--- config.mk ---
export PLATFORM = sky130hd
export DESIGN_NAME = bip_uart_debug_unit
export DESIGN_NICKNAME = d
export VERILOG_FILES = /design/src/rtl/bip_uart_debug_unit.sv
export SDC_FILE = /design/constraint.sdc
export NUM_CORES = 1
export LEC_CHECK = 0
export ABC_CLOCK_PERIOD_IN_PS = 1300
export BUFFER_PORTS_ARGS = -buffer_cell sky130_fd_sc_hd__buf_2
export CAP_MARGIN = 20
export CORE_ASPECT_RATIO = 0.75
export CORE_MARGIN = 3
export CORE_UTILIZATION = 49
export CTS_CLUSTER_SIZE = 20
export DETAILED_ROUTE_END_ITERATION = 12
export PLACE_DENSITY_LB_ADDON = 0.1
export SLEW_MARGIN = 20
export SYNTH_ARGS = -nofsm -noshare
export SYNTH_HDL_FRONTEND = slang
export SYNTH_SLANG_ARGS = --single-unit
--- constraint.sdc ---
create_clock -name i_clk -period 1.3 [get_ports i_clk]
set_input_delay 0 -clock i_clk [delete_from_list [all_inputs] [get_ports i_clk]]
set_output_delay 0 -clock i_clk [all_outputs]
set_load 0.03 [all_outputs]
--- src/rtl/bip_uart_debug_unit.sv ---
// bip_uart_debug_unit: host byte-command bridge to the BIP core (run, single step, reset, snapshot readback).
// Build option BIP_CYCLE_COUNT_EN adds a saturating enabled-cycle counter appended to each snapshot response.
//
// state   | meaning
// IDLE    | waiting for a command byte
// RUN     | core enabled until it reports HALT
// STEP    | core enabled for one cycle
// SNAP    | capture accumulator/PC, start response at byte 0
// SEND    | launch current response byte
// WAIT_TX | wait for UART to finish the byte
// ACK     | pulse core reset, then answer with a single 'R'
module bip_uart_debug_unit #(
  parameter int DATA_WIDTH     = 16,
  parameter int UART_DATA_SIZE = 8,
  parameter int PC_WIDTH       = 11
) (
  input  logic                      i_clk,
  input  logic                      i_rst,
  input  logic [UART_DATA_SIZE-1:0] i_rx_data,
  input  logic                      i_rx_done,
  output logic [UART_DATA_SIZE-1:0] o_tx_data,
  output logic                      o_tx_start,
  input  logic                      i_tx_done,
  output logic                      o_bip_enable,
  output logic                      o_bip_rst,
  input  logic                      i_bip_halt,
  input  logic [DATA_WIDTH-1:0]     i_acc,
  input  logic [PC_WIDTH-1:0]       i_pc,
  output logic                      o_busy
);

  localparam logic [UART_DATA_SIZE-1:0] CMD_RUN  = UART_DATA_SIZE'(8'h53);
  localparam logic [UART_DATA_SIZE-1:0] CMD_STEP = UART_DATA_SIZE'(8'h50);
  localparam logic [UART_DATA_SIZE-1:0] CMD_RST  = UART_DATA_SIZE'(8'h52);

`ifdef BIP_CYCLE_COUNT_EN
  localparam int         RESP_W   = 48;
  localparam logic [2:0] LAST_IDX = 3'd5;
`else
  localparam int         RESP_W   = 32;
  localparam logic [2:0] LAST_IDX = 3'd3;
`endif

  typedef enum logic [2:0] {
    ST_IDLE,
    ST_RUN,
    ST_STEP,
    ST_SNAP,
    ST_SEND,
    ST_WAIT_TX,
    ST_ACK
  } state_t;

  state_t                state_q, state_d;
  logic [2:0]            idx_q;
  logic                  ack_q;
  logic [DATA_WIDTH-1:0] acc_q;
  logic [15:0]           pc_q;
  logic [RESP_W-1:0]     resp, resp_sh;
  logic [2:0]            last_idx;

  always_ff @(posedge i_clk) begin
    if (!i_rst) state_q <= ST_IDLE;
    else        state_q <= state_d;
  end

  always_ff @(posedge i_clk) begin
    if (!i_rst) begin
      idx_q <= '0;
      ack_q <= 1'b0;
      acc_q <= '0;
      pc_q  <= '0;
    end else begin
      case (state_q)
        ST_SNAP: begin
          acc_q <= i_acc;
          pc_q  <= 16'(i_pc);
          idx_q <= '0;
          ack_q <= 1'b0;
        end
        ST_ACK: begin
          idx_q <= '0;
          ack_q <= 1'b1;
        end
        ST_WAIT_TX: if (i_tx_done) idx_q <= idx_q + 3'd1;
        default: ;
      endcase
    end
  end

`ifdef BIP_CYCLE_COUNT_EN
  logic [15:0] cnt_q;
  logic        rst_cmd;

  assign rst_cmd = (state_q == ST_IDLE) && i_rx_done && (i_rx_data == CMD_RST);

  always_ff @(posedge i_clk) begin
    if (!i_rst)                                  cnt_q <= '0;
    else if (rst_cmd)                            cnt_q <= '0;
    else if (o_bip_enable && cnt_q != 16'hFFFF)  cnt_q <= cnt_q + 16'd1;
  end

  assign resp = {cnt_q, pc_q, acc_q};
`else
  assign resp = {pc_q, acc_q};
`endif

  // The 'R' acknowledge is a one-byte response sharing the SEND/WAIT_TX handshake.
  assign last_idx = ack_q ? 3'd0 : LAST_IDX;
  assign resp_sh  = resp >> {idx_q, 3'b000};
  assign o_busy   = (state_q != ST_IDLE);
  assign o_tx_data = (state_q == ST_SEND || state_q == ST_WAIT_TX)
                   ? (ack_q ? CMD_RST : resp_sh[UART_DATA_SIZE-1:0])
                   : '0;

  always_comb begin
    state_d      = state_q;
    o_bip_enable = 1'b0;
    o_bip_rst    = 1'b0;
    o_tx_start   = 1'b0;
    case (state_q)
      ST_IDLE: begin
        if (i_rx_done) begin
          case (i_rx_data)
            CMD_RUN:  state_d = i_bip_halt ? ST_SNAP : ST_RUN;
            CMD_STEP: state_d = ST_STEP;
            CMD_RST:  state_d = ST_ACK;
            default:  state_d = ST_IDLE;
          endcase
        end
      end
      ST_RUN: begin
        o_bip_enable = 1'b1;
        if (i_bip_halt) state_d = ST_SNAP;
      end
      ST_STEP: begin
        o_bip_enable = 1'b1;
        state_d      = ST_SNAP;
      end
      ST_SNAP: state_d = ST_SEND;
      ST_SEND: begin
        o_tx_start = 1'b1;
        state_d    = ST_WAIT_TX;
      end
      ST_WAIT_TX: begin
        if (i_tx_done) state_d = (idx_q == last_idx) ? ST_IDLE : ST_SEND;
      end
      ST_ACK: begin
        o_bip_rst = 1'b1;
        state_d   = ST_SEND;
      end
      default: state_d = ST_IDLE;
    endcase
  end

endmodule

==> results.cfg <==
[worst_setup_path]
crit_path_start_kind = flip-flop
crit_slowest_cell = mux4_2
cp.buffers_inverters = 2
critPathTopFamily = multiplexers
required_ns = 1.30
worstPathArrival_ns = 1.54
worst_path_most_repeated_cell = buf_6
regToRegSetupSlack_ns = -0.06
crit_type = flip-flop to primary output
cp_cell_sequence = buf_6 -> mux4_2 -> nor2b_4 -> buf_6
crit_path_end_kind = primary output
path_max_fanout = 4
slowest_delay_ns = 0.49

[detailed_routing]
drt_first_pass_iters = 4
met2_length_um = 2484
drtIter0Drc = 88
wl_met3_um = 208
wl_met1_um = 2390
viasPerCell = 5.105
drc = 0
dr.max_layer_used = met4
post_drt_wl_per_cell_um = 14.12
drtAntennaViolNets = 0
num_vias = 1848
wl_um = 5112

[sta]
final.setup.tns_ns = -1.739
slew_viol_final = 0
worst_slew_pin_slew_ns = 0.4190
slew_headroom = 0.7199
setup_ws_ns = -0.2358
final_hold_viol_count = 0
fin_crit_sh = 1.181
max_clock_freq_ghz = 0.6511
setup_viol = 11
holdWs_ns = 0.01021
period_needed_ns = 1.536
grt_setup_unrepaired = true
finalClockSkew_ns = 0.009148

[cts]
clock-sinks = 34
cts-root-buf = clkbuf_8
cts_made_buffers = 5
clkLatencyLatePin_ns = 0.28
htree_levels = 2
cts_buffer_depth = 2
clk_pin_slew_ns = 0.07
cts_tree = done

[yosys]
synth_fp_nets = 258
syn_inst = 217
synth_cell_types = 48
ys_seq_area_frac = 0.3671
synth_warnings = 0
syn_area_um2 = 1854
synth-edff-count = 0
synthArstFlopShare = 0
syn_avg_cell_area_um2 = 8.545
dominantRegCellSynth = dfxtp_1
ys_seq_elements = 34

[grt]
grt_max_degree = 33
antenna_found_initial = 0
grt_overflow = 0
grt_util_all_layers = 0.2274
grt_pass1_vias = 1789
grt_pass1_wl_um = 8155

[power_and_ir_drop]
vdd_drop_max_uv = 681.9
powerDensity_nw_per_um2 = 681.6
p_leak_nw = 1.082
power_mw = 1.938

[finish]
layout-drive-gt1-share = 0.3878
syn_to_final_growth_pct = 53.31
num_antenna_cells = 0
nNetsFinal = 353
utilization = 0.8250

[worst_hold_path]
hold_path.class = primary input to flip-flop

[floorplanning]
core_area_um2 = 3446
ios = 52
die_h_um = 59.28
num_rows = 18
die-area_um2 = 4566
initial_core_util = 0.5381
die_w_um = 77.03

[status]
status = finished, violations left
violations = setup timing

[place]
port_buffers = 51
post-place-ws_ns = -0.07951
dp_hpwl_um = 3284
gp_congestion = 0.7701

[run]
max-cap-violations = 0
-- repair_timing --
action / in CTS / in global routing
hold buffers: 27 / 0
resized for setup: 27 / 36
buffers inserted: 2 / 1
hold endpoints to repair: 28 / 0
pin swaps: 4 / 10
endpoints found under the setup margin: 30 / 35
gates cloned: 0 / 1
-- cell usage after synthesis (2+ instances only) --
cell,number,area [µm²]
clkbuf_8,2,27.53
a21boi_1,4,30.03
nand2b_1,3,18.77
buf_6,3,33.78
buf_4,6,45.04
clkbuf_1,3,11.26
o2bb2ai_1,2,17.52
o21ai_0,3,15.01
a21oi_1,9,45.04
a41oi_1,2,17.52
mux4_2,3,67.56
nor2b_1,6,37.54
nand3_1,2,10.01
dfxtp_1,34,680.7
nor2_1,12,45.04
a21boi_0,23,172.7
a32oi_1,2,17.52
nand2_1,61,229.0
inv_1,3,11.26
mux2i_1,5,50.05
and3b_1,2,17.52
-- worst reg2reg max path, cell delays in order (launching register included) --
cell     delay, ns
dfxtp_4       0.36
buf_4         0.13
buf_6         0.12
ha_4          0.24
nand2_1       0.04
o21ai_1       0.13
a32oi_1       0.11
nor2b_1       0.15
-- where the power goes --
part           switching (mW)  total, mW  internal (mW)
combinational          0.0638      0.187          0.124
clock                   0.349      0.716          0.367
sequential           0.000779       1.03           1.03
total                   0.414       1.94           1.52
-- per-layer routing --
metal  vias to the layer above  global-route usage
met1                       867              0.2943
met4                         0             0.05584
li1                        930                   -
met5                         -                   0
met2                        47              0.3945
met3                         4             0.04863
-- path summary, 6_finish.rpt --
kind                  from           end  cells after the start
setup reg to reg  idx_q[0]      idx_q[1]                      7
setup / recovery  idx_q[0]  o_tx_data[0]                      4
hold / removal    i_acc[1]      acc_q[1]                      3
hold reg to reg   pc_q[10]      pc_q[10]                      2
-- logic make-up after synthesis --
family	synth area share
simple gates	0.2585
compound gates	0.2132
flops	0.3671
buf+inv	0.08029
mux	0.06950
xor+xnor	0.004724
fa+ha+maj	0.006747
-- layout make-up --
cell class,instances,area (µm²)
timing repair buffer,104,855.8
inverter,3,11.26
tap,50,62.56
sequential,34,696.9
fill,226,603.1
clock buffer,6,72.57
multi-input combinational,164,1136
clock inverter,1,7.507
-- layout by cell type (no fill, tap or decap), drive strengths merged, types with 2 or more instances in the layout --
master	n
a32oi	2
inv	3
o2bb2ai	2
clkbuf	8
nand3b	2
mux4	3
a21boi	27
and3b	2
nor2b	6
or3	2
a21oi	10
nand3	2
dfxtp	34
nand2	61
nand2b	4
nor2	14
buf	75
mux2i	5
o21ai	3
a41oi	2
dlygate4sd3	27
-- metrics by stage --
step	cells	cell area [µm²]
4_1_cts	360	2676
5_1_grt	362	2843
2_1_floorplan	217	1854
3_5_place_dp	324	2237
6_report	362	2843
3_3_place_gp	324	2237
-- state kept, by name (all words and copies together) (netlist names) --
register / count
ack_q: 1
idx_q: 3
state_q: 3
pc_q: 11
acc_q: 16
Note: power is estimated with default switching activity, not from simulation.
